**src/rtl/uart_core_param_if.sv**
```systemverilog
// uart_core_param_if: host-side TX/RX valid/ready channels.
// master = host/game logic, slave = the UART core.
interface uart_core_param_if #(
  parameter int DATA_BITS = 8
);
  logic [DATA_BITS-1:0] tx_data;
  logic                 tx_valid;
  logic                 tx_ready;
  logic [DATA_BITS-1:0] rx_data;
  logic                 rx_valid;
  logic                 rx_ready;

  modport master (
    output tx_data, tx_valid, rx_ready,
    input  tx_ready, rx_data, rx_valid
  );

  modport slave (
    input  tx_data, tx_valid, rx_ready,
    output tx_ready, rx_data, rx_valid
  );
endinterface

```
**src/rtl/uart_core_param.sv**
```systemverilog
// uart_core_param: full-duplex UART, 16x oversampled RX, RX FIFO.
// Optional parity (PARITY state, rx_parity_err) under `UART_PARITY_EN.
module uart_core_param #(
  parameter int CLK_HZ        = 50000000,
  parameter int BAUD          = 115200,
  parameter int DATA_BITS     = 8,
  parameter int STOP_BITS     = 1,
  parameter int RX_FIFO_DEPTH = 4
`ifdef UART_PARITY_EN
  ,
  parameter bit PARITY_ODD    = 1'b0
`endif
) (
  input  logic             clk,
  input  logic             reset_pin,
  input  logic             rx,
  output logic             tx,
  uart_core_param_if.slave bus,
  output logic             rx_busy,
  output logic             tx_busy,
  output logic             rx_frame_err,
  output logic             rx_overrun
`ifdef UART_PARITY_EN
  ,
  output logic             rx_parity_err
`endif
);

  localparam int DIV = CLK_HZ / (BAUD * 16);
  localparam int DW  = $clog2(DIV + 1);
  localparam int BW  = $clog2(DATA_BITS);
  localparam int AW  = $clog2(RX_FIFO_DEPTH);

  typedef enum logic [2:0] {
    S_IDLE,
    S_START,
    S_DATA,
`ifdef UART_PARITY_EN
    S_PAR,
`endif
    S_STOP
  } st_t;

  // ---------------- TX ----------------
  st_t                  tst_q, tst_d;
  logic [DW-1:0]        tdiv_q, tdiv_d;
  logic [3:0]           tcnt_q, tcnt_d;
  logic [BW-1:0]        tbit_q, tbit_d;
  logic                 tstop_q, tstop_d;
  logic [DATA_BITS-1:0] tsh_q, tsh_d;
  logic                 ton_q, ton_d;
  logic                 tx_q, tx_d;
`ifdef UART_PARITY_EN
  logic                 tpar_q, tpar_d;
`endif
  logic                 ttick, tend;

  assign ttick = (tdiv_q == DW'(DIV - 1));
  assign tend  = ttick && ton_q && (tcnt_q == 4'd15);

  // TX next state: wait for first tick, then 16 ticks per bit
  always_comb begin
    tst_d   = tst_q;
    tcnt_d  = tcnt_q;
    tbit_d  = tbit_q;
    tstop_d = tstop_q;
    tsh_d   = tsh_q;
    ton_d   = ton_q;
    tx_d    = tx_q;
    tdiv_d  = ttick ? '0 : tdiv_q + DW'(1);
`ifdef UART_PARITY_EN
    tpar_d  = tpar_q;
`endif
    if (ttick && ton_q) tcnt_d = tcnt_q + 4'd1;
    unique case (tst_q)
      S_IDLE: begin
        tx_d = 1'b1;
        if (bus.tx_valid) begin
          tst_d   = S_START;
          tsh_d   = bus.tx_data;
          ton_d   = 1'b0;
          tcnt_d  = '0;
          tbit_d  = '0;
          tstop_d = 1'b0;
`ifdef UART_PARITY_EN
          tpar_d  = (^bus.tx_data) ^ PARITY_ODD;
`endif
        end
      end
      S_START: begin
        if (ttick && !ton_q) begin
          ton_d = 1'b1;
          tx_d  = 1'b0;
        end else if (tend) begin
          tst_d = S_DATA;
          tx_d  = tsh_q[0];
        end
      end
      S_DATA: begin
        if (tend) begin
          if (tbit_q == BW'(DATA_BITS - 1)) begin
`ifdef UART_PARITY_EN
            tst_d = S_PAR;
            tx_d  = tpar_q;
`else
            tst_d = S_STOP;
            tx_d  = 1'b1;
`endif
          end else begin
            tbit_d = tbit_q + BW'(1);
            tsh_d  = tsh_q >> 1;
            tx_d   = tsh_q[1];
          end
        end
      end
`ifdef UART_PARITY_EN
      S_PAR: begin
        if (tend) begin
          tst_d = S_STOP;
          tx_d  = 1'b1;
        end
      end
`endif
      S_STOP: begin
        if (tend) begin
          if (tstop_q == 1'(STOP_BITS - 1)) tst_d = S_IDLE;
          else tstop_d = 1'b1;
        end
      end
      default: begin
        tst_d = S_IDLE;
        tx_d  = 1'b1;
      end
    endcase
  end

  // TX registers; tx goes high at once on reset
  always_ff @(posedge clk or negedge reset_pin) begin
    if (!reset_pin) begin
      tst_q   <= S_IDLE;
      tdiv_q  <= '0;
      tcnt_q  <= '0;
      tbit_q  <= '0;
      tstop_q <= 1'b0;
      tsh_q   <= '0;
      ton_q   <= 1'b0;
      tx_q    <= 1'b1;
`ifdef UART_PARITY_EN
      tpar_q  <= 1'b0;
`endif
    end else begin
      tst_q   <= tst_d;
      tdiv_q  <= tdiv_d;
      tcnt_q  <= tcnt_d;
      tbit_q  <= tbit_d;
      tstop_q <= tstop_d;
      tsh_q   <= tsh_d;
      ton_q   <= ton_d;
      tx_q    <= tx_d;
`ifdef UART_PARITY_EN
      tpar_q  <= tpar_d;
`endif
    end
  end

  assign tx           = tx_q;
  assign tx_busy      = (tst_q != S_IDLE);
  assign bus.tx_ready = ~tx_busy;

  // ---------------- RX ----------------
  st_t                  rst_q, rst_d;
  logic                 rxm_q, rxs_q, rxp_q;
  logic [DW-1:0]        rdiv_q, rdiv_d;
  logic [3:0]           rcnt_q, rcnt_d;
  logic [BW-1:0]        rbit_q, rbit_d;
  logic [DATA_BITS-1:0] rsh_q, rsh_d;
  logic [1:0]           rv_q, rv_d;
  logic                 rbrk_q, rbrk_d;
  logic                 ferr_q, ferr_d;
`ifdef UART_PARITY_EN
  logic                 rpe_q, rpe_d;
  logic                 perr_q, perr_d;
`endif
  logic                 rtick, rmid, rend, vote, rwr;

  assign rtick = (rdiv_q == DW'(DIV - 1));
  assign rmid  = rtick && (rcnt_q == 4'd8);
  assign rend  = rtick && (rcnt_q == 4'd15);
  assign vote  = (rv_q[0] & rv_q[1]) | (rv_q[0] & rxs_q) |
                 (rv_q[1] & rxs_q);

  // RX next state: vote ticks 7/8/9, decide on tick 9
  always_comb begin
    rst_d  = rst_q;
    rcnt_d = rcnt_q;
    rbit_d = rbit_q;
    rsh_d  = rsh_q;
    rv_d   = rv_q;
    rbrk_d = rbrk_q;
    rdiv_d = rtick ? '0 : rdiv_q + DW'(1);
    ferr_d = 1'b0;
    rwr    = 1'b0;
`ifdef UART_PARITY_EN
    rpe_d  = rpe_q;
    perr_d = 1'b0;
`endif
    if (rtick) rcnt_d = rcnt_q + 4'd1;
    if (rtick && rcnt_q == 4'd6) rv_d[0] = rxs_q;
    if (rtick && rcnt_q == 4'd7) rv_d[1] = rxs_q;
    unique case (rst_q)
      S_IDLE: begin
        rcnt_d = '0;
        rbrk_d = 1'b0;
        if (rxp_q && !rxs_q) begin
          rst_d  = S_START;
          rdiv_d = '0;
        end
      end
      S_START: begin
        if (rmid && vote) begin
          rst_d = S_IDLE;
        end else if (rend) begin
          rst_d  = S_DATA;
          rbit_d = '0;
        end
      end
      S_DATA: begin
        if (rmid) rsh_d = {vote, rsh_q[DATA_BITS-1:1]};
        if (rend) begin
          if (rbit_q == BW'(DATA_BITS - 1)) begin
`ifdef UART_PARITY_EN
            rst_d = S_PAR;
`else
            rst_d = S_STOP;
`endif
          end else begin
            rbit_d = rbit_q + BW'(1);
          end
        end
      end
`ifdef UART_PARITY_EN
      S_PAR: begin
        if (rmid) rpe_d = vote ^ (^rsh_q) ^ PARITY_ODD;
        if (rend) rst_d = S_STOP;
      end
`endif
      S_STOP: begin
        if (rbrk_q) begin
          if (rxs_q) rst_d = S_IDLE;
        end else if (rmid) begin
`ifdef UART_PARITY_EN
          perr_d = rpe_q;
`endif
          if (vote) begin
            rst_d = S_IDLE;
`ifdef UART_PARITY_EN
            rwr   = ~rpe_q;
`else
            rwr   = 1'b1;
`endif
          end else begin
            ferr_d = 1'b1;
            rbrk_d = 1'b1;
          end
        end
      end
      default: rst_d = S_IDLE;
    endcase
  end

  // RX registers and 2-flop synchroniser
  always_ff @(posedge clk or negedge reset_pin) begin
    if (!reset_pin) begin
      rxm_q  <= 1'b1;
      rxs_q  <= 1'b1;
      rxp_q  <= 1'b1;
      rst_q  <= S_IDLE;
      rdiv_q <= '0;
      rcnt_q <= '0;
      rbit_q <= '0;
      rsh_q  <= '0;
      rv_q   <= 2'b11;
      rbrk_q <= 1'b0;
      ferr_q <= 1'b0;
`ifdef UART_PARITY_EN
      rpe_q  <= 1'b0;
      perr_q <= 1'b0;
`endif
    end else begin
      rxm_q  <= rx;
      rxs_q  <= rxm_q;
      rxp_q  <= rxs_q;
      rst_q  <= rst_d;
      rdiv_q <= rdiv_d;
      rcnt_q <= rcnt_d;
      rbit_q <= rbit_d;
      rsh_q  <= rsh_d;
      rv_q   <= rv_d;
      rbrk_q <= rbrk_d;
      ferr_q <= ferr_d;
`ifdef UART_PARITY_EN
      rpe_q  <= rpe_d;
      perr_q <= perr_d;
`endif
    end
  end

  assign rx_busy      = (rst_q != S_IDLE);
  assign rx_frame_err = ferr_q;
`ifdef UART_PARITY_EN
  assign rx_parity_err = perr_q;
`endif

  // ---------------- RX FIFO ----------------
  logic [AW:0]          wp_q, wp_d, rp_q, rp_d;
  logic [DATA_BITS-1:0] mem_q [RX_FIFO_DEPTH];
  logic [DATA_BITS-1:0] mem_d [RX_FIFO_DEPTH];
  logic                 ovr_q, ovr_d;
  logic                 empty, full, pop, push;

  assign empty = (wp_q == rp_q);
  assign full  = (wp_q[AW] != rp_q[AW]) &&
                 (wp_q[AW-1:0] == rp_q[AW-1:0]);
  assign pop   = ~empty & bus.rx_ready;
  assign push  = rwr & (~full | pop);

  // FIFO update: a pop in the same cycle frees room for a write
  always_comb begin
    mem_d = mem_q;
    wp_d  = wp_q;
    rp_d  = rp_q;
    ovr_d = ovr_q | (rwr & full & ~pop);
    if (push) begin
      mem_d[wp_q[AW-1:0]] = rsh_q;
      wp_d = wp_q + (AW+1)'(1);
    end
    if (pop) rp_d = rp_q + (AW+1)'(1);
  end

  // FIFO storage, pointers and sticky overrun
  always_ff @(posedge clk or negedge reset_pin) begin
    if (!reset_pin) begin
      for (int i = 0; i < RX_FIFO_DEPTH; i++) mem_q[i] <= '0;
      wp_q  <= '0;
      rp_q  <= '0;
      ovr_q <= 1'b0;
    end else begin
      mem_q <= mem_d;
      wp_q  <= wp_d;
      rp_q  <= rp_d;
      ovr_q <= ovr_d;
    end
  end

  assign bus.rx_valid = ~empty;
  assign bus.rx_data  = empty ? '0 : mem_q[rp_q[AW-1:0]];
  assign rx_overrun   = ovr_q;

endmodule

```
**src/flat_wrapper.sv**
```systemverilog
// flat-port wrapper written by rule: the top's interface ports become plain ports
module uart_core_param_flat 
#(
  parameter int CLK_HZ        = 50000000,
  parameter int BAUD          = 115200,
  parameter int DATA_BITS     = 8,
  parameter int STOP_BITS     = 1,
  parameter int RX_FIFO_DEPTH = 4

)
  (clk, reset_pin, rx, tx, rx_busy, tx_busy, rx_frame_err, rx_overrun, bus_tx_data, bus_tx_valid, bus_rx_ready, bus_tx_ready, bus_rx_data, bus_rx_valid);
  uart_core_param_if #(.DATA_BITS(DATA_BITS)) bus_i ();
  input  logic clk;
  input  logic reset_pin;
  input  logic rx;
  output logic tx;
  output logic rx_busy;
  output logic tx_busy;
  output logic rx_frame_err;
  output logic rx_overrun;
  input wire logic [$bits(bus_i.tx_data)-1:0] bus_tx_data;
  input wire logic [$bits(bus_i.tx_valid)-1:0] bus_tx_valid;
  input wire logic [$bits(bus_i.rx_ready)-1:0] bus_rx_ready;
  output wire logic [$bits(bus_i.tx_ready)-1:0] bus_tx_ready;
  output wire logic [$bits(bus_i.rx_data)-1:0] bus_rx_data;
  output wire logic [$bits(bus_i.rx_valid)-1:0] bus_rx_valid;
  assign bus_i.tx_data = bus_tx_data;
  assign bus_i.tx_valid = bus_tx_valid;
  assign bus_i.rx_ready = bus_rx_ready;
  assign bus_tx_ready = bus_i.tx_ready;
  assign bus_rx_data = bus_i.rx_data;
  assign bus_rx_valid = bus_i.rx_valid;
  uart_core_param #(.CLK_HZ(CLK_HZ), .BAUD(BAUD), .DATA_BITS(DATA_BITS), .STOP_BITS(STOP_BITS), .RX_FIFO_DEPTH(RX_FIFO_DEPTH)) u_core (.clk(clk), .reset_pin(reset_pin), .rx(rx), .tx(tx), .bus(bus_i), .rx_busy(rx_busy), .tx_busy(tx_busy), .rx_frame_err(rx_frame_err), .rx_overrun(rx_overrun));
endmodule
```
**config.mk**
```make
export PLATFORM = sky130hd
export DESIGN_NAME = uart_core_param_flat
export DESIGN_NICKNAME = d
export VERILOG_FILES = /design/src/rtl/uart_core_param_if.sv /design/src/rtl/uart_core_param.sv /design/src/flat_wrapper.sv
export SDC_FILE = /design/constraint.sdc
export NUM_CORES = 1
export LEC_CHECK = 0
export CAP_MARGIN = 20
export CORE_ASPECT_RATIO = 0.9
export CORE_MARGIN = 2
export CORE_UTILIZATION = 30
export CTS_BUF_LIST = sky130_fd_sc_hd__clkbuf_4
export CTS_CLUSTER_DIAMETER = 60
export DETAILED_ROUTE_END_ITERATION = 7
export PLACE_DENSITY = 0.52
export SLEW_MARGIN = 20
export SYNTH_ARGS = -nofsm -noshare
export SYNTH_HDL_FRONTEND = slang
export SYNTH_SLANG_ARGS = --single-unit
```
**constraint.sdc**
```tcl
create_clock -name clk -period 4.9 [get_ports clk]
set_clock_uncertainty 0.05 [all_clocks]
set_input_delay 0.98 -clock clk [delete_from_list [all_inputs] [get_ports clk]]
set_output_delay 0.98 -clock clk [all_outputs]
set_load 0.01 [all_outputs]
```
==> reports/qor.txt, run 1 <==
1st-pass router iterations: 4
Tcrit/Tclk final: 72.6%
status: complete, no violations
Die Width: 136 um
Placer Congestion: 0.769
DIE AREA: 0.0168 mm^2
global-route wire length before repair: 15,200 um
Mapped Avg Cell Area: 12.4 um^2
DRT iter0 DRCs: 162
Post-CTS Hold Fix Bufs: 0
Root Driver: clkbuf_4
Placed Area: 0.00515 mm^2
XOR/XNOR share of the synthesized area: 3.34%
PnR worst setup slack: 1.34 ns
Synth async-reset ratio: 100%
multi-input logic area: 0.00225 mm^2
Setup crit start kind: register
Max Root-Sink Buffers: 2
clk slew on worst S/H paths: 0.15 ns
Reg-to-Reg Start: u_core.rdiv_q[0]
Max IR drop VDD: 208 uV
sequential-to-total area share from yosys stat: 48.9%
grt ovf: 0
PortBufs: 27
Static Leak: 2.36 nW
clock latency at the later pin of the worst-skew pair: 0.46 ns
vias in the first global route: 3,034
Tot Pwr: 1.77 mW
crit path DAT: 2.53 ns
Place WS: 1.73 ns
slew at the pin closest to its max-slew limit: 0.813 ns
Max Cap Violations: 0
Slew HR: 45.8%
yosys warns: 0
Hold Violations, Final: 0
post-synthesis net count: 419
post-synthesis register bit count: 92
Post-synth EDFFs: 0
DR vias: 2,976
ANT nets after route: 0
adder-cell share of the synthesized area: 6.83%
post-synthesis cell count: 381
Synth Area in Compound Gates: 8.74%
Area growth syn-to-layout: 11.8%
largest family of logic cells by synthesized area: multiplexers
post-DP HPWL: 6070 um
final setup violation count: 0
DR vias/cell: 4.86
GRT Util Overall: 11.7%
Post-CTS Setup Bufs: 0
Critical Setup Path Class: register to output pin
cts repair resizes: 0
Sum Neg Setup Slack: 0 ns
HP Class: register to register
chip height: 123 um
Simple-Gate Fraction of Synth Area: 12.6%
hold path startpoint: u_core.rxm_q
Final Cell Area: 0.00528 mm^2
Layout Nets: 442
Main synth FF type: dfrtp_1
synth unique cells: 64
I/O pins: 28
worst path required time: 3.87 ns
initial antenna violation count: 0
Starting Density: 30.7%
CP Max Fanout: 11
Max Freq: 0.281 GHz
critical path endpoint category: output pin
min Tclk post-route: 3.56 ns
# fillers: 1,548
clock tree from TritonCTS: done
depth of the CTS H-tree: 3
pin count of the biggest net entering global routing: 66
row cnt: 43
CP startpoint: u_core.rp_q[0]
Core Box Area: 0.0154 mm^2
RSZ-0062 raised after global routing: false
drt wl/cell: 14.2 um
fin. max-slew vios: 0
post-synthesis mux area share: 16.1%
Post-Synthesis Cell Area: 0.00473 mm^2
total routed wirelength: 8710 um
TritonCTS Buffers: 9
share of post-route cells with drive strength above 1: 23.5%
PD cells: 335 mW/mm^2
clk sinks: 92
# DRC: 0
Register Area: 0.00231 mm^2
-- layout make-up --
| class | instances | share of cell area (%) |
|---|---|---|
| timing repair buffer | 28 | 5.21 |
| antenna | 1 | 0.0474 |
| inverter | 18 | 1.28 |
| multi-input combinational | 255 | 42.6 |
| sequential | 92 | 43.7 |
| clock buffer | 9 | 1.28 |
| tap | 202 | 4.79 |
| clock inverter | 7 | 1.09 |
-- report_power, final --
group / internal (mW) / switching [mW]
clock network: 0.112 / 0.283
logic: 0.231 / 0.249
registers: 0.835 / 0.0605
-- per-layer routing --
layer  vias to the layer above  share of wire, %  track usage, %
li1                       1425                 -               -
met1                      1494                49            15.3
met2                        49                46            18.7
met3                         8               3.5            3.24
met4                         0               1.4            3.91
met5                         -                 0               0
-- final timing paths --
| path | to | slack (ns) | cells after the start |
|---|---|---|---|
| min reg2reg | u_core.rxs_q | 0.32 | 0 |
| min | u_core.rxs_q | 0.32 | 0 |
| min in group asynchronous | u_core.mem_q[26] | 0.53 | 1 |
| max in group asynchronous | u_core.rst_q[0] | 3.38 | 2 |
| max reg2reg | u_core.mem_q[18] | 2.36 | 6 |
| max | bus_rx_data[4] | 1.34 | 4 |
-- layout by cell type, fill, tap and decap left out, types with 5 or more instances in the layout --
cell type / synthesis / layout
mux2_2: 43 / 43
and2_1: 8 / 8
dfrtp_1: 86 / 86
o22ai_1: 6 / 6
nand2_1: 19 / 19
o21ai_0: 7 / 7
xnor2_1: 9 / 9
clkbuf_4: 0 / 9
a21oi_1: 9 / 9
ha_1: 25 / 25
dfstp_2: 6 / 6
o221a_2: 6 / 6
clkdlybuf4s50_1: 0 / 26
nor2_1: 23 / 23
nand3_1: 8 / 8
xor2_1: 9 / 9
inv_1: 18 / 18
mux2i_1: 5 / 5
mux4_2: 8 / 8
nor2b_1: 5 / 5
-- logic make-up after synthesis --
kind of cell	Yosys count
AO/OA/AOI/OAI	54
multiplexers	59
buffers and inverters	34
XOR/XNOR	18
adder cells (fa/ha/maj)	26
flip-flops	92
AND/OR/NAND/NOR	98
-- cell usage after synthesis (all sizes together), types with 6 or more instances --
cell type / n / area [um^2]
and2: 8 / 50.1
mux2: 45 / 507
inv: 18 / 67.6
buf: 11 / 80.1
a21oi: 9 / 45.0
o22ai: 6 / 37.5
o221a: 6 / 67.6
nand3: 13 / 120
mux2i: 6 / 72.6
o21ai: 7 / 35.0
xor2: 9 / 78.8
dfrtp: 86 / 2150
nor2: 23 / 86.3
ha: 25 / 313
dfstp: 6 / 158
nand2: 19 / 71.3
mux4: 8 / 180
xnor2: 9 / 78.8
-- registers in the layout, summed over array words and instances, names as in the netlist, 4 cells and up --
signal / cells
u_core.mem_q: 32
u_core.rcnt_q: 4
u_core.rdiv_q: 5
u_core.rsh_q: 8
u_core.tcnt_q: 4
u_core.tdiv_q: 5
u_core.tsh_q: 8
-- stage by stage --
| stage | util, % | instances | hold WS [ns] |
|---|---|---|---|
| CTS | 34.3 | 611 | 0.322 |
| global route | 34.3 | 611 | 0.329 |
| detailed placement | 33.5 | 595 | 0.302 |
| floorplan | - | 381 | 0.295 |
| global placement | 33.5 | 595 | 0.306 |
| finish | 34.3 | 612 | 0.319 |
-- worst max-delay path: stages (launching register included) --
cell	delay (ns)
dfrtp_1	0.78
xnor2_1	0.23
nand3b_1	0.31
and2_1	0.26
clkdlybuf4s50_1	0.48
Power figures use the tool's default switching activity.
==> inputs of run 2 (changes only) <==
--- a/config.mk
+++ b/config.mk
@@ -12,7 +12,7 @@
 export CTS_BUF_LIST = sky130_fd_sc_hd__clkbuf_4
 export CTS_CLUSTER_DIAMETER = 60
 export DETAILED_ROUTE_END_ITERATION = 7
-export PLACE_DENSITY = 0.52
+export PLACE_DENSITY = 0.53
 export SLEW_MARGIN = 20
 export SYNTH_ARGS = -nofsm -noshare
 export SYNTH_HDL_FRONTEND = slang
==> constraint.sdc (replaced) <==
create_clock -name clk -period 3.1 [get_ports clk]
set_clock_uncertainty 0.05 [all_clocks]
set_input_delay 0.62 -clock clk [delete_from_list [all_inputs] [get_ports clk]]
set_output_delay 0.62 -clock clk [all_outputs]
set_load 0.01 [all_outputs]
==> run 2 against run 1 <==
  * Combinational power is 60% higher
  * Routed wire length is 3.5% higher
  * First-iteration DRC count down 32%
  * Design area rose by 1.4%
  * Sequential share of layout area decreased by 0.55 points
  * Die area unchanged
  * Clock power is 72% higher
  * Hold slack got worse by 0.25 ns
  * Highest routed layer unchanged
==> reports/qor.txt, run 2 (same netlist as run 1, synthesis figures left out) <==
row cnt: 43 (unchanged)
final setup violation count: 0 (unchanged)
status: complete, no violations (unchanged)
HP Class: input pin to asynchronous set/reset pin (was register to register)
chip height: 123 um (unchanged)
DIE AREA: 0.0168 mm^2 (unchanged)
Switch Pwr: 0.932 mW (was 0.593 mW)
min Tclk post-route: 2.96 ns
Starting Density: 30.7% (unchanged)
clock share of power: 23.7% (was 22.3%)
Post-CTS Hold Fix Bufs: 0 (unchanged)
post-DP HPWL: 6270 um (was 6070 um)
ANT nets after route: 0 (unchanged)
Core Box Area: 0.0154 mm^2 (unchanged)
DRT iter0 DRCs: 110 (was 162)
clk sinks: 92 (unchanged)
vias in the first global route: 2,995 (was 3,034)
TritonCTS Buffers: 9 (unchanged)
Slew HR: 63.3% (was 45.8%)
Hold Violations, Final: 0 (unchanged)
met2 wire len: 3890 um (was 4030 um)
worst path required time: 2.43 ns (was 3.87 ns)
most frequent cells in the layout: dfrtp_1 (84), mux2_2 (43), clkdlybuf4s50_1 (26) (was dfrtp_1 (86), mux2_2 (43), clkdlybuf4s50_1 (26))
clock tree from TritonCTS: done (unchanged)
Max IR drop VDD: 347 uV (was 208 uV)
Reg-to-Reg Start: u_core.rcnt_q[0] (was u_core.rdiv_q[0])
RSZ-0062 raised after global routing: false (unchanged)
Top Metal Used: met4 (unchanged)
share of post-route cells with drive strength above 1: 25.1% (was 23.5%)
DR vias: 3,009 (was 2,976)
clock latency at the later pin of the worst-skew pair: 0.46 ns (about the same)
Sum Neg Setup Slack: 0 ns (unchanged)
crit path DAT: 2.29 ns (was 2.53 ns)
CP startpoint: u_core.rp_q[0] (unchanged)
PnR worst setup slack: 0.136 ns (was 1.34 ns)
GRT Util Overall: 11.8% (was 11.7%)
Max Cap Violations: 0 (unchanged)
most common cell after layout, fill and taps aside: dfrtp_1 (unchanged)
sequential share of power: 49.5% (was 50.6%)
pin count of the biggest net entering global routing: 52 (was 66)
PD cells: 536 mW/mm^2 (was 335 mW/mm^2)
WL met3: 396 um (was 304 um)
max reg flops: 32 (unchanged)
# DRC: 0 (unchanged)
CP Max Fanout: 8 (was 11)
Top reg by flops: u_core.mem_q (unchanged)
clk slew on worst S/H paths: 0.15 ns (about the same)
crit-path leading delay family: buffers and inverters (was flip-flops)
depth of the CTS H-tree: 3 (unchanged)
Setup crit start kind: register (unchanged)
switch share: 32.4% (was 33.5%)
CP bufs+invs: 2 (was 1)
biggest regs: u_core.mem_q (32), u_core.rsh_q (8), u_core.tsh_q (8) (unchanged)
slowest cell on the critical path: dfrtp_2 (was dfrtp_1)
Root Driver: clkbuf_4 (unchanged)
Die Width: 136 um (unchanged)
grt ovf: 0 (unchanged)
Tcrit/Tclk final: 95.6%
largest stage delay on the critical path: 0.52 ns (was 0.78 ns)
1st-pass router iterations: 4 (unchanged)
Layout Nets: 447 (was 442)
critical path endpoint category: output pin (unchanged)
fin. max-slew vios: 0 (unchanged)
PortBufs: 27 (unchanged)
Max Root-Sink Buffers: 2 (unchanged)
logic gate share of total power: 26.8% (was 27.1%)
Max Freq: 0.337 GHz
Critical Setup Path Class: register to output pin (unchanged)
DR vias/cell: 4.88 (was 4.86)
Placer Congestion: 0.749 (was 0.769)
drt wl/cell: 14.6 um (was 14.2 um)
Internal Power: 1.94 mW (was 1.18 mW)
Static Leak: 2.39 nW (was 2.36 nW)
total routed wirelength: 9010 um (was 8710 um)
global-route wire length before repair: 15,500 um (was 15,200 um)
Post-Route M1 WL: 4600 um (was 4260 um)
Place WS: 0.505 ns (was 1.73 ns)
worst-path cell chain: buf_4 > mux4_2 > and2_1 > clkdlybuf4s50_1 (was xnor2_1 > nand3b_1 > and2_1 > clkdlybuf4s50_1)
slew at the pin closest to its max-slew limit: 0.550 ns (was 0.813 ns)
I/O pins: 28 (unchanged)
Area growth syn-to-layout: 13.3% (was 11.8%)
initial antenna violation count: 0 (unchanged)
==> run 2: power by group through the flow <==
stage	combinational (mW)	clock, mW	sequential, mW
after floorplan	0.554	0	1.42
after CTS	0.772	0.715	1.42
after detailed placement	0.768	0	1.44
after global placement	0.753	0	1.44
after global routing	0.869	0.768	1.44
final	0.769	0.680	1.42
==> run 2: worst paths after layout <==
kind	cells after the start	slack, ns	endpoint
worst max-delay path	4	0.14	bus_rx_data[4]
worst min-delay path	1	0.07	u_core.mem_q[26]
worst max register to register	6	0.82	u_core.mem_q[31]
worst min register to register	0	0.32	u_core.rxs_q
max in group asynchronous	2	2.21	u_core.rxs_q
min in group clk	0	0.32	u_core.rxs_q
==> run 2: cell type report <==
| cell class | instances | area, um^2 |
|---|---|---|
| Fill cell | 1543 | 10000 |
| Sequential cell | 92 | 2310 |
| Clock inverter | 7 | 75.1 |
| Antenna cell | 1 | 2.50 |
| Timing Repair Buffer | 33 | 325 |
| Clock buffer | 9 | 67.6 |
| Multi-Input combinational cell | 255 | 2250 |
| Tap cell | 202 | 253 |
| Inverter | 18 | 67.6 |
==> run 2: what timing repair did <==
action                     in CTS  in global routing
setup buffers                   1                  0
resized for setup               1                  2
pin swaps                       0                  0
cloned                          0                  0
setup endpoints to repair       8                  3
==> run 2: metal layers <==
layer | up-vias | track usage, %
met5 | - | 0
met4 | 0 | 3.71
met3 | 9 | 3.32
met2 | 64 | 17.9
met1 | 1494 | 16.5
li1 | 1442 | -
==> run 2: per-stage QoR <==
stage	total power, mW	hold WS [ns]	std cells	area, um^2	util, %
2_1_floorplan	1.97	0.274	381	4730	-
3_3_place_gp	2.19	0.302	599	5200	33.8
3_5_place_dp	2.21	0.300	599	5200	33.8
4_1_cts	2.91	0.0654	616	5350	34.8
5_1_grt	3.08	0.0677	616	5350	34.8
6_report	2.87	0.0687	617	5350	34.8
==> run 2: worst reg2reg max path: cells and delay by family, from the launching register on <==
family	cells	cell delay [ns]
adders and majority gates	1	0.16
buffers and inverters	1	0.09
DFF	1	0.45
muxes	1	0.36
and+or+nand+nor	3	1.04
==> inputs of run 3 (changes only) <==
--- a/config.mk
+++ b/config.mk
@@ -9,11 +9,12 @@
 export CORE_ASPECT_RATIO = 0.9
 export CORE_MARGIN = 2
 export CORE_UTILIZATION = 30
-export CTS_BUF_LIST = sky130_fd_sc_hd__clkbuf_4
+export CTS_BUF_LIST = sky130_fd_sc_hd__clkbuf_16
 export CTS_CLUSTER_DIAMETER = 60
 export DETAILED_ROUTE_END_ITERATION = 7
+export GPL_TIMING_DRIVEN = 1
 export PLACE_DENSITY = 0.53
-export SLEW_MARGIN = 20
+export SLEW_MARGIN = 10
 export SYNTH_ARGS = -nofsm -noshare
 export SYNTH_HDL_FRONTEND = slang
 export SYNTH_SLANG_ARGS = --single-unit
==> run 3 against run 2 <==
  * Utilization is 0.98 points higher
  * Power is 15% higher
  * Highest routed layer unchanged
  * Critical path type unchanged
  * Non-clock buffer count stayed put
==> reports/qor.txt, run 3 (same netlist as run 1, synthesis figures left out) <==
initial antenna violation count: 0 (unchanged)
Slew HR: 61.1% (was 63.3%)
hold_ws: 0.203 ns (was 0.0687 ns)
Register Area: 0.00231 mm^2 (about the same)
status: complete, no violations (unchanged)
multi-input logic area: 0.00225 mm^2 (about the same)
# DRC: 0 (unchanged)
Internal Power: 2.32 mW (was 1.94 mW)
critical path endpoint category: output pin (unchanged)
Root Driver: clkbuf_16 (was clkbuf_4)
post-DP HPWL: 6270 um (unchanged)
Post-CTS Setup Bufs: 0 (was 1)
CP Max Fanout: 8 (unchanged)
Sum Neg Setup Slack: 0 ns (unchanged)
Area growth syn-to-layout: 16.5% (was 13.3%)
clock share of power: 33.7% (was 23.7%)
DRT iter0 DRCs: 110 (unchanged)
biggest regs: u_core.mem_q (32), u_core.rsh_q (8), u_core.tsh_q (8) (unchanged)
clk sinks: 92 (unchanged)
HP Class: input pin to asynchronous set/reset pin (unchanged)
Max Root-Sink Buffers: 2 (unchanged)
total routed wirelength: 8990 um (was 9010 um)
GRT Util Overall: 11.9% (was 11.8%)
most common cell after layout, fill and taps aside: dfrtp_1 (unchanged)
Core Box Area: 0.0154 mm^2 (unchanged)
Static Leak: 2.47 nW (was 2.39 nW)
Max IR drop VDD: 331 uV (was 347 uV)
most frequent cells in the layout: dfrtp_1 (86), mux2_2 (43), clkdlybuf4s50_1 (26) (was dfrtp_1 (84), mux2_2 (43), clkdlybuf4s50_1 (26))
clock latency at the later pin of the worst-skew pair: 0.35 ns (was 0.46 ns)
grt ovf: 0 (unchanged)
clk slew on worst S/H paths: 0.07 ns (was 0.15 ns)
Layout Nets: 447 (unchanged)
share of post-route cells with drive strength above 1: 24.4% (was 25.1%)
DR vias: 3,008 (was 3,009)
worst path required time: 2.43 ns (about the same)
Placer Congestion: 0.749 (unchanged)
final setup violation count: 0 (unchanged)
RSZ-0062 raised after global routing: false (unchanged)
fin. max-slew vios: 0 (unchanged)
cts repair resizes: 0 (was 1)
Setup crit start kind: register (unchanged)
clock tree from TritonCTS: done (unchanged)
Critical Setup Path Class: register to output pin (unchanged)
Hold Violations, Final: 0 (unchanged)
ANT nets after route: 0 (unchanged)
PD cells: 599 mW/mm^2 (was 536 mW/mm^2)
Die Width: 136 um (unchanged)
slew at the pin closest to its max-slew limit: 0.584 ns (was 0.550 ns)
pin count of the biggest net entering global routing: 52 (unchanged)
1st-pass router iterations: 4 (unchanged)
TritonCTS Buffers: 9 (unchanged)
depth of the CTS H-tree: 3 (unchanged)
Top reg by flops: u_core.mem_q (unchanged)
diodes inserted: 0 (was 1)
worst-path cell chain: buf_4 > mux4_2 > and2_1 > clkdlybuf4s50_1 (unchanged)
# fillers: 1,527 (was 1,543)
CP bufs+invs: 2 (unchanged)
sequential share of power: 43.2% (was 49.5%)
DR vias/cell: 4.88 (about the same)
chip height: 123 um (unchanged)
Max Cap Violations: 0 (unchanged)
Max Freq: 0.339 GHz (was 0.337 GHz)
vias in the first global route: 2,998 (was 2,995)
Post-CTS Hold Fix Bufs: 0 (unchanged)
crit-path leading delay family: buffers and inverters (unchanged)
Switch Pwr: 0.982 mW (was 0.932 mW)
row cnt: 43 (unchanged)
Starting Density: 30.7% (unchanged)
max reg flops: 32 (unchanged)
crit path DAT: 2.28 ns (was 2.29 ns)
largest stage delay on the critical path: 0.59 ns (was 0.52 ns)
switch share: 29.8% (was 32.4%)
min Tclk post-route: 2.95 ns (was 2.96 ns)
DIE AREA: 0.0168 mm^2 (unchanged)
logic gate share of total power: 23.1% (was 26.8%)
slowest cell on the critical path: dfrtp_1 (was dfrtp_2)
Tcrit/Tclk final: 95.3% (was 95.6%)
global-route wire length before repair: 15,500 um (about the same)
PortBufs: 27 (unchanged)
I/O pins: 28 (unchanged)
drt wl/cell: 14.6 um (about the same)
==> run 3: cell types whose count changed in the layout (fill, tap and decap cells not counted) <==
| cell | change |
|---|---|
| diode_2 | -1 |
| clkbuf_4 | -9 |
| ha_2 | -1 |
| dfrtp_2 | -2 |
| ha_1 | +1 |
| dfrtp_1 | +2 |
| clkbuf_16 | +9 |
==> run 3: final cells by class <==
cell class / count / area share (%)
Clock buffer: 9 / 4.09
Clock inverter: 7 / 1.36
Inverter: 18 / 1.23
Multi-Input combinational cell: 255 / 40.9
Sequential cell: 92 / 42.0
Tap cell: 202 / 4.59
Timing Repair Buffer: 33 / 5.91
==> run 3: worst reg2reg max path, cell delays in order, from the launching register on <==
cell and delay, ns:
dfrtp_1 0.40, inv_1 0.10, ha_1 0.42, nand2b_1 0.25
nand2_1 0.15, or3_1 0.53, o221a_2 0.31
==> run 3: metrics by stage <==
stage | utilization, % | setup slack [ns] | cell area (um^2) | instances | total power, mW
CTS | 35.7 | 0.112 | 5500 | 615 | 3.34
floorplan | - | 1.15 | 4730 | 381 | 1.97
detailed placement | 33.8 | 0.505 | 5200 | 599 | 2.21
finish | 35.8 | 0.147 | 5500 | 616 | 3.30
global route | 35.8 | 0.0355 | 5500 | 616 | 3.51
global placement | 33.8 | 0.508 | 5200 | 599 | 2.19
==> run 3: worst paths after layout <==
path	from	end	slack (ns)	cells after the start
min	reset_pin	u_core.mem_q[26]	0.20	1
max in group asynchronous	reset_pin	u_core.rxs_q	2.08	2
max reg2reg	u_core.tst_q[0]	u_core.tsh_q[5]	0.79	6
min in group clk	u_core.rxm_q	u_core.rxs_q	0.31	0
min reg2reg	u_core.rxm_q	u_core.rxs_q	0.31	0
max	u_core.rp_q[0]	bus_rx_data[4]	0.15	4
==> run 3: metal layers <==
metal,up-vias,track usage (%),share of wire (%)
li1,1438,-,-
met1,1492,16.6,51
met2,68,17.8,43
met3,10,3.20,4.3
met4,0,4.30,1.7
met5,-,0,0
==> run 3: power groups by stage <==
stage | clock [mW] | sequential (mW) | combinational [mW]
finish | 1.11 | 1.42 | 0.763
global route | 1.21 | 1.44 | 0.863
CTS | 1.15 | 1.42 | 0.772
detailed placement | 0 | 1.44 | 0.768
global placement | 0 | 1.44 | 0.753
floorplan | 0 | 1.42 | 0.554
